<file path="config.mk">
export PLATFORM = sky130hd
export DESIGN_NAME = bus_arbiter
export DESIGN_NICKNAME = d
export VERILOG_FILES = /design/src/rtl/bus_arbiter.sv
export SDC_FILE = /design/constraint.sdc
export NUM_CORES = 1
export LEC_CHECK = 0
export ABC_AREA = 1
export BUFFER_PORTS_ARGS = -buffer_cell sky130_fd_sc_hd__buf_4
export CAP_MARGIN = 20
export CORE_AREA = 2 2 129 131
export CTS_BUF_LIST = sky130_fd_sc_hd__clkbuf_16
export CTS_CLUSTER_SIZE = 10
export DETAILED_ROUTE_END_ITERATION = 16
export DIE_AREA = 0 0 131 133
export GPL_TIMING_DRIVEN = 0
export PLACE_DENSITY = 0.6
export SLEW_MARGIN = 20
export SYNTH_ARGS = -nofsm -noshare
export SYNTH_HDL_FRONTEND = slang
export SYNTH_SLANG_ARGS = --single-unit
export TNS_END_PERCENT = 10
</file>
<file path="constraint.sdc">
create_clock -name clk -period 2.3 [get_ports clk]
set_input_delay 0.46 -clock clk [delete_from_list [all_inputs] [get_ports clk]]
set_output_delay 0.46 -clock clk [all_outputs]
set_load 0.05 [all_outputs]
</file>
<file path="src/rtl/bus_arbiter.sv">
// Two-master, one-slave round-robin arbiter for the req/ack memory bus.
// Registered grant, one transaction per grant, plus a watchdog that aborts transactions the slave never acks.
module bus_arbiter #(
  parameter int unsigned TIMEOUT  = 255,
  parameter int unsigned CNT_W    = 8,
  parameter logic [31:0] ERR_DATA = 32'hDEADBEEF
) (
  input  logic        clk,
  input  logic        rst,
  input  logic        m0_req,
  input  logic        m0_wr,
  input  logic [31:0] m0_addr,
  input  logic [31:0] m0_out,
  output logic        m0_ack,
  output logic [31:0] m0_in,
  input  logic        m1_req,
  input  logic        m1_wr,
  input  logic [31:0] m1_addr,
  input  logic [31:0] m1_out,
  output logic        m1_ack,
  output logic [31:0] m1_in,
  output logic        s_req,
  output logic        s_wr,
  output logic [31:0] s_addr,
  output logic [31:0] s_out,
  input  logic        s_ack,
  input  logic [31:0] s_in,
  output logic        err,
  output logic [31:0] err_addr,
  input  logic        err_clr
);

  typedef enum logic [1:0] {IDLE, OWN0, OWN1} state_e;

  localparam logic [CNT_W-1:0] CNT_LAST = CNT_W'(TIMEOUT - 1);

  state_e            state_q, state_d;
  logic              last_q, last_d;
  logic [CNT_W-1:0]  cnt_q, cnt_d;
  logic              err_q, err_d;
  logic [31:0]       err_addr_q, err_addr_d;

  logic              own, sel, sel_req, sel_wr, done, abort;
  logic [31:0]       sel_addr, sel_out;

  // NOTE: reset is synchronous, so the slave-facing outputs are also gated by rst to keep a
  // transaction from completing during the reset cycle itself.
  assign own      = rst && (state_q != IDLE);
  assign sel      = (state_q == OWN1);
  assign sel_req  = sel ? m1_req  : m0_req;
  assign sel_wr   = sel ? m1_wr   : m0_wr;
  assign sel_addr = sel ? m1_addr : m0_addr;
  assign sel_out  = sel ? m1_out  : m0_out;
  assign done     = own && sel_req && s_ack;
  assign abort    = own && sel_req && !s_ack && (cnt_q == CNT_LAST);

  // NOTE: sequential state uses non-blocking assignments only; all combinational logic lives in always_comb.
  always_ff @(posedge clk) begin
    if (!rst) begin
      state_q    <= IDLE;
      last_q     <= 1'b1;
      cnt_q      <= '0;
      err_q      <= 1'b0;
      err_addr_q <= '0;
    end else begin
      state_q    <= state_d;
      last_q     <= last_d;
      cnt_q      <= cnt_d;
      err_q      <= err_d;
      err_addr_q <= err_addr_d;
    end
  end

  // NOTE: every variable gets a default at the top of each always_comb so no latch can be inferred.
  always_comb begin
    state_d    = state_q;
    last_d     = last_q;
    cnt_d      = cnt_q;
    err_d      = err_q;
    err_addr_d = err_addr_q;
    case (state_q)
      IDLE: begin
        if (m0_req && (!m1_req || last_q)) begin
          state_d = OWN0;
          last_d  = 1'b0;
          cnt_d   = '0;
        end else if (m1_req) begin
          state_d = OWN1;
          last_d  = 1'b1;
          cnt_d   = '0;
        end
      end
      OWN0, OWN1: begin
        if (!sel_req || s_ack || (cnt_q == CNT_LAST)) state_d = IDLE;
        else cnt_d = cnt_q + CNT_W'(1);
      end
      default: state_d = IDLE;
    endcase
    if (err_clr) err_d = 1'b0;
    // An abort overrides a same-cycle clear and then records a fresh first-error address.
    if (abort) begin
      err_d = 1'b1;
      if (!err_q || err_clr) err_addr_d = sel_addr;
    end
  end

  always_comb begin
    s_req  = 1'b0;
    s_wr   = 1'b0;
    s_addr = '0;
    s_out  = '0;
    m0_ack = 1'b0;
    m1_ack = 1'b0;
    m0_in  = '0;
    m1_in  = '0;
    if (own) begin
      s_req  = sel_req && !abort;
      s_wr   = sel_wr;
      s_addr = sel_addr;
      s_out  = sel_out;
      if (sel) begin
        m1_ack = done || abort;
        m1_in  = done ? s_in : (abort ? ERR_DATA : '0);
      end else begin
        m0_ack = done || abort;
        m0_in  = done ? s_in : (abort ? ERR_DATA : '0);
      end
    end
  end

  assign err      = err_q;
  assign err_addr = err_addr_q;

endmodule
</file>
==> flow_summary.toml <==
[global_routing]
antenna_found_initial = 1
gr-usage-met2_pct = 36.0
grtUsageMet1_pct = 23.1
grt_pass1_wl_mm = 27.0
groute.usage.overall_pct = 19.9
grt_max_degree = 14
use_met3_pct = 4.37
grt_pass1_vias = 4957
grt_busiest_layer = "met2"
gr-total-overflow = 0

[worst_setup_path]
startpoint_type = "flop"
required_ns = 1.84
arrival_ns = 2.04
cp_slowest_cell = "dfxtp_4"
cpLargestDelayFamily = "simple AND/OR/NAND/NOR gates"
cp-end-kind = "primary output"
path_buf_inv = 3
path_class = "reg2out"
cp_slowest_stage_delay_ns = 0.38
cp_cell_sequence = "inv_4 -> ha_4 -> nor2_4 -> nand3_4 -> a21oi_4 -> nand2_4 -> buf_4 -> nor2_1 -> buf_6"
path_max_fanout = 7

[synth]
synth_seq_cells = 44
synth_cells = 591
yosysSeqAreaShare_pct = 25.6
ys_warn_count = 0
yosysTopAreaCellShare_pct = 25.6
synth_nets = 763
yosys.area.top_type = "dfxtp_1"
netlist_area_um2 = 3430
ys_top_cells_by_area = "dfxtp_1 (26%), nor2_1 (19%), nand2_1 (15%), a21oi_1 (11%), mux2i_1 (9.3%)"
synth_area_per_cell_um2 = 5.81
ys_types = 26

[detailed_routing]
dr_total_vias = 5356
dr.pass1.iters = 5
drc_errors = 0
avgRoutedWirePerCell_um = 16.8
drt-total-wl_mm = 19.9
avgViaCountPerCell = 4.53
drt_iter0_markers = 177
antenna_left = 0

[finish]
final_cell_mix = "buf_4 (234), buf_6 (127), nand2_1 (122)"
nets = 1133
fillers = 1575
final_cell_area_um2 = 8170
regArea_um2 = 888
final_common_cell = "buf_4"
drive_gt1_share_pct = 58.6
syn2layout_area_growth_pct = 138
multiInputGateArea_um2 = 2980

[timing]
clock_skew_ns = 0.00415
setup_violations = 90
fin_ws_ns = -0.196
slew_viol_final = 0
rsz0062_at_grt = "yes"
tightest_slew_ns = 0.508
finalHoldViolCount = 0
fmax_mhz = 401
slew_headroom_pct = 66.2
fin_crit_sh_pct = 109
timing.final.crit_period_ns = 2.50
final.setup.tns_ns = -7.36

[floorplan]
ios = 333
rows = 47
dieWidth_um = 131
die_height_um = 133
core_um2 = 16200
start_util_pct = 21.2
die_area_um2 = 17400

[power_and_ir_drop]
p_clk_share_pct = 20.1
seqPwrFrac_pct = 23.3
power_density_nw_per_um2 = 428
ir_drop_mv = 0.336
p_int_uw = 2010
p_switching_uw = 1480
p_sw_share_pct = 42.4
p_leak_uw = 0.00379
combPwrFrac_pct = 56.6

[placement]
place_area_um2 = 6250
hpwl_mm = 14.7
io_buffers = 332
routabilityCongestion = 0.830

[clocking]
clockBufferDepth = 2
cts_root_buffer = "clkbuf_16"
cts.sinks = 44
worst_skew_pair.late_latency_ns = 0.29
htree_levels = 2
cts_tree = "yes"
numCtsBuffers = 5
path_clk_slew_ns = 0.06

[run_status]
status = "complete, but fails checks"
violations = "negative setup slack"

[hold_path]
hold_class = "reg2reg"

[job]
max_cap_violations = 0
-- state kept, by name, summed over array words and instances (netlist names) --
| name | cells |
|---|---|
| cnt_q | 8 |
| err | 1 |
| err_addr | 32 |
| last_q | 1 |
| state_q | 2 |
-- worst register-to-register path: cells and delay by family (launching register included) --
kind                     cells  cell delay (ns)
adder cells (fa/ha/maj)      1             0.17
buffers and inverters        5             0.68
flip-flops                   1             0.38
AND/OR/NAND/NOR              6             0.65
-- cells by family (layout without fill, tap and decap cells) --
logic type,count (synthesis),in the layout,synth area share [%]
compound gates,82,82,12.2
fa+ha+maj,4,4,1.46
buf+inv,65,435,8.89
flops,44,44,25.6
mux,32,32,9.33
other cells,0,2,0
simple gates,364,364,42.5
-- final cells by class --
class,count,share of cell area [%]
timing repair buffer,364,41.0
multi-input combinational,482,36.5
sequential,44,10.9
buffer,42,5.26
tap,220,3.37
clock buffer,5,1.53
inverter,22,1.29
clock inverter,2,0.153
antenna,2,0.0613
-- synth_stat cells --
cell type  number
a21oi_1        74
nor2_1        173
nand3_1        44
buf_2          16
ha_1            4
a21o_1          1
buf_4           1
clkbuf_1       17
nor2_2          1
inv_2           2
inv_1          20
nand4_1         1
dfxtp_1        44
buf_1           4
o21bai_1        2
buf_6           5
nor3_1          1
mux2i_1        32
nor2_4          1
nand3b_1        1
o21ai_0         5
nor3b_1         1
nand3_2         1
nor3_2          1
nand2_2         2
nand2_1       137
-- layer usage --
metal	vias to the layer above	part of all wire, %
met5	-	0
met3	15	8.4
met1	2490	38
met2	220	52
li1	2631	-
met4	0	1.6
-- through the flow --
step	worst slack (ns)	cells	hold slack, ns	utilization, %	total power, µW
final	-0.196	1183	0.469	50.5	3500
after global routing	-0.287	1181	0.511	50.5	3660
after CTS	-0.208	1165	0.469	44.9	3220
after detailed placement	-0.577	1143	0.455	38.7	2320
after global placement	-0.624	1143	0.449	38.7	2320
after floorplan	-0.289	591	0.437	-	1740
-- final timing paths --
kind	end	from	slack, ns	cells past startpoint
max	m0_in[0]	state_q[1]$_SDFFE_PN0P_	-0.20	9
min	last_q$_SDFFE_PN1P_	last_q$_SDFFE_PN1P_	0.47	2
max reg2reg	err_addr[6]$_SDFFE_PN0P_	state_q[1]$_SDFFE_PN0P_	0.34	12
min reg2reg	last_q$_SDFFE_PN1P_	last_q$_SDFFE_PN1P_	0.47	2
-- repair_timing --
action | CTS | global route
setup buffers | 13 | 14
gates resized for setup | 215 | 198
hold buffers | 0 | 0
endpoints found under the setup margin | 132 | 131
cloned | 2 | 5
pin swaps | 16 | 50
-- power groups by stage --
| stage | logic, µW | registers [µW] | clock network (µW) |
|---|---|---|---|
| CTS | 1690 | 813 | 717 |
| floorplan | 918 | 821 | 0 |
| detailed placement | 1490 | 825 | 0 |
| global route | 2100 | 819 | 749 |
| global placement | 1490 | 825 | 0 |
| finish | 1980 | 816 | 702 |
Note: power is estimated with default switching activity, not from simulation.
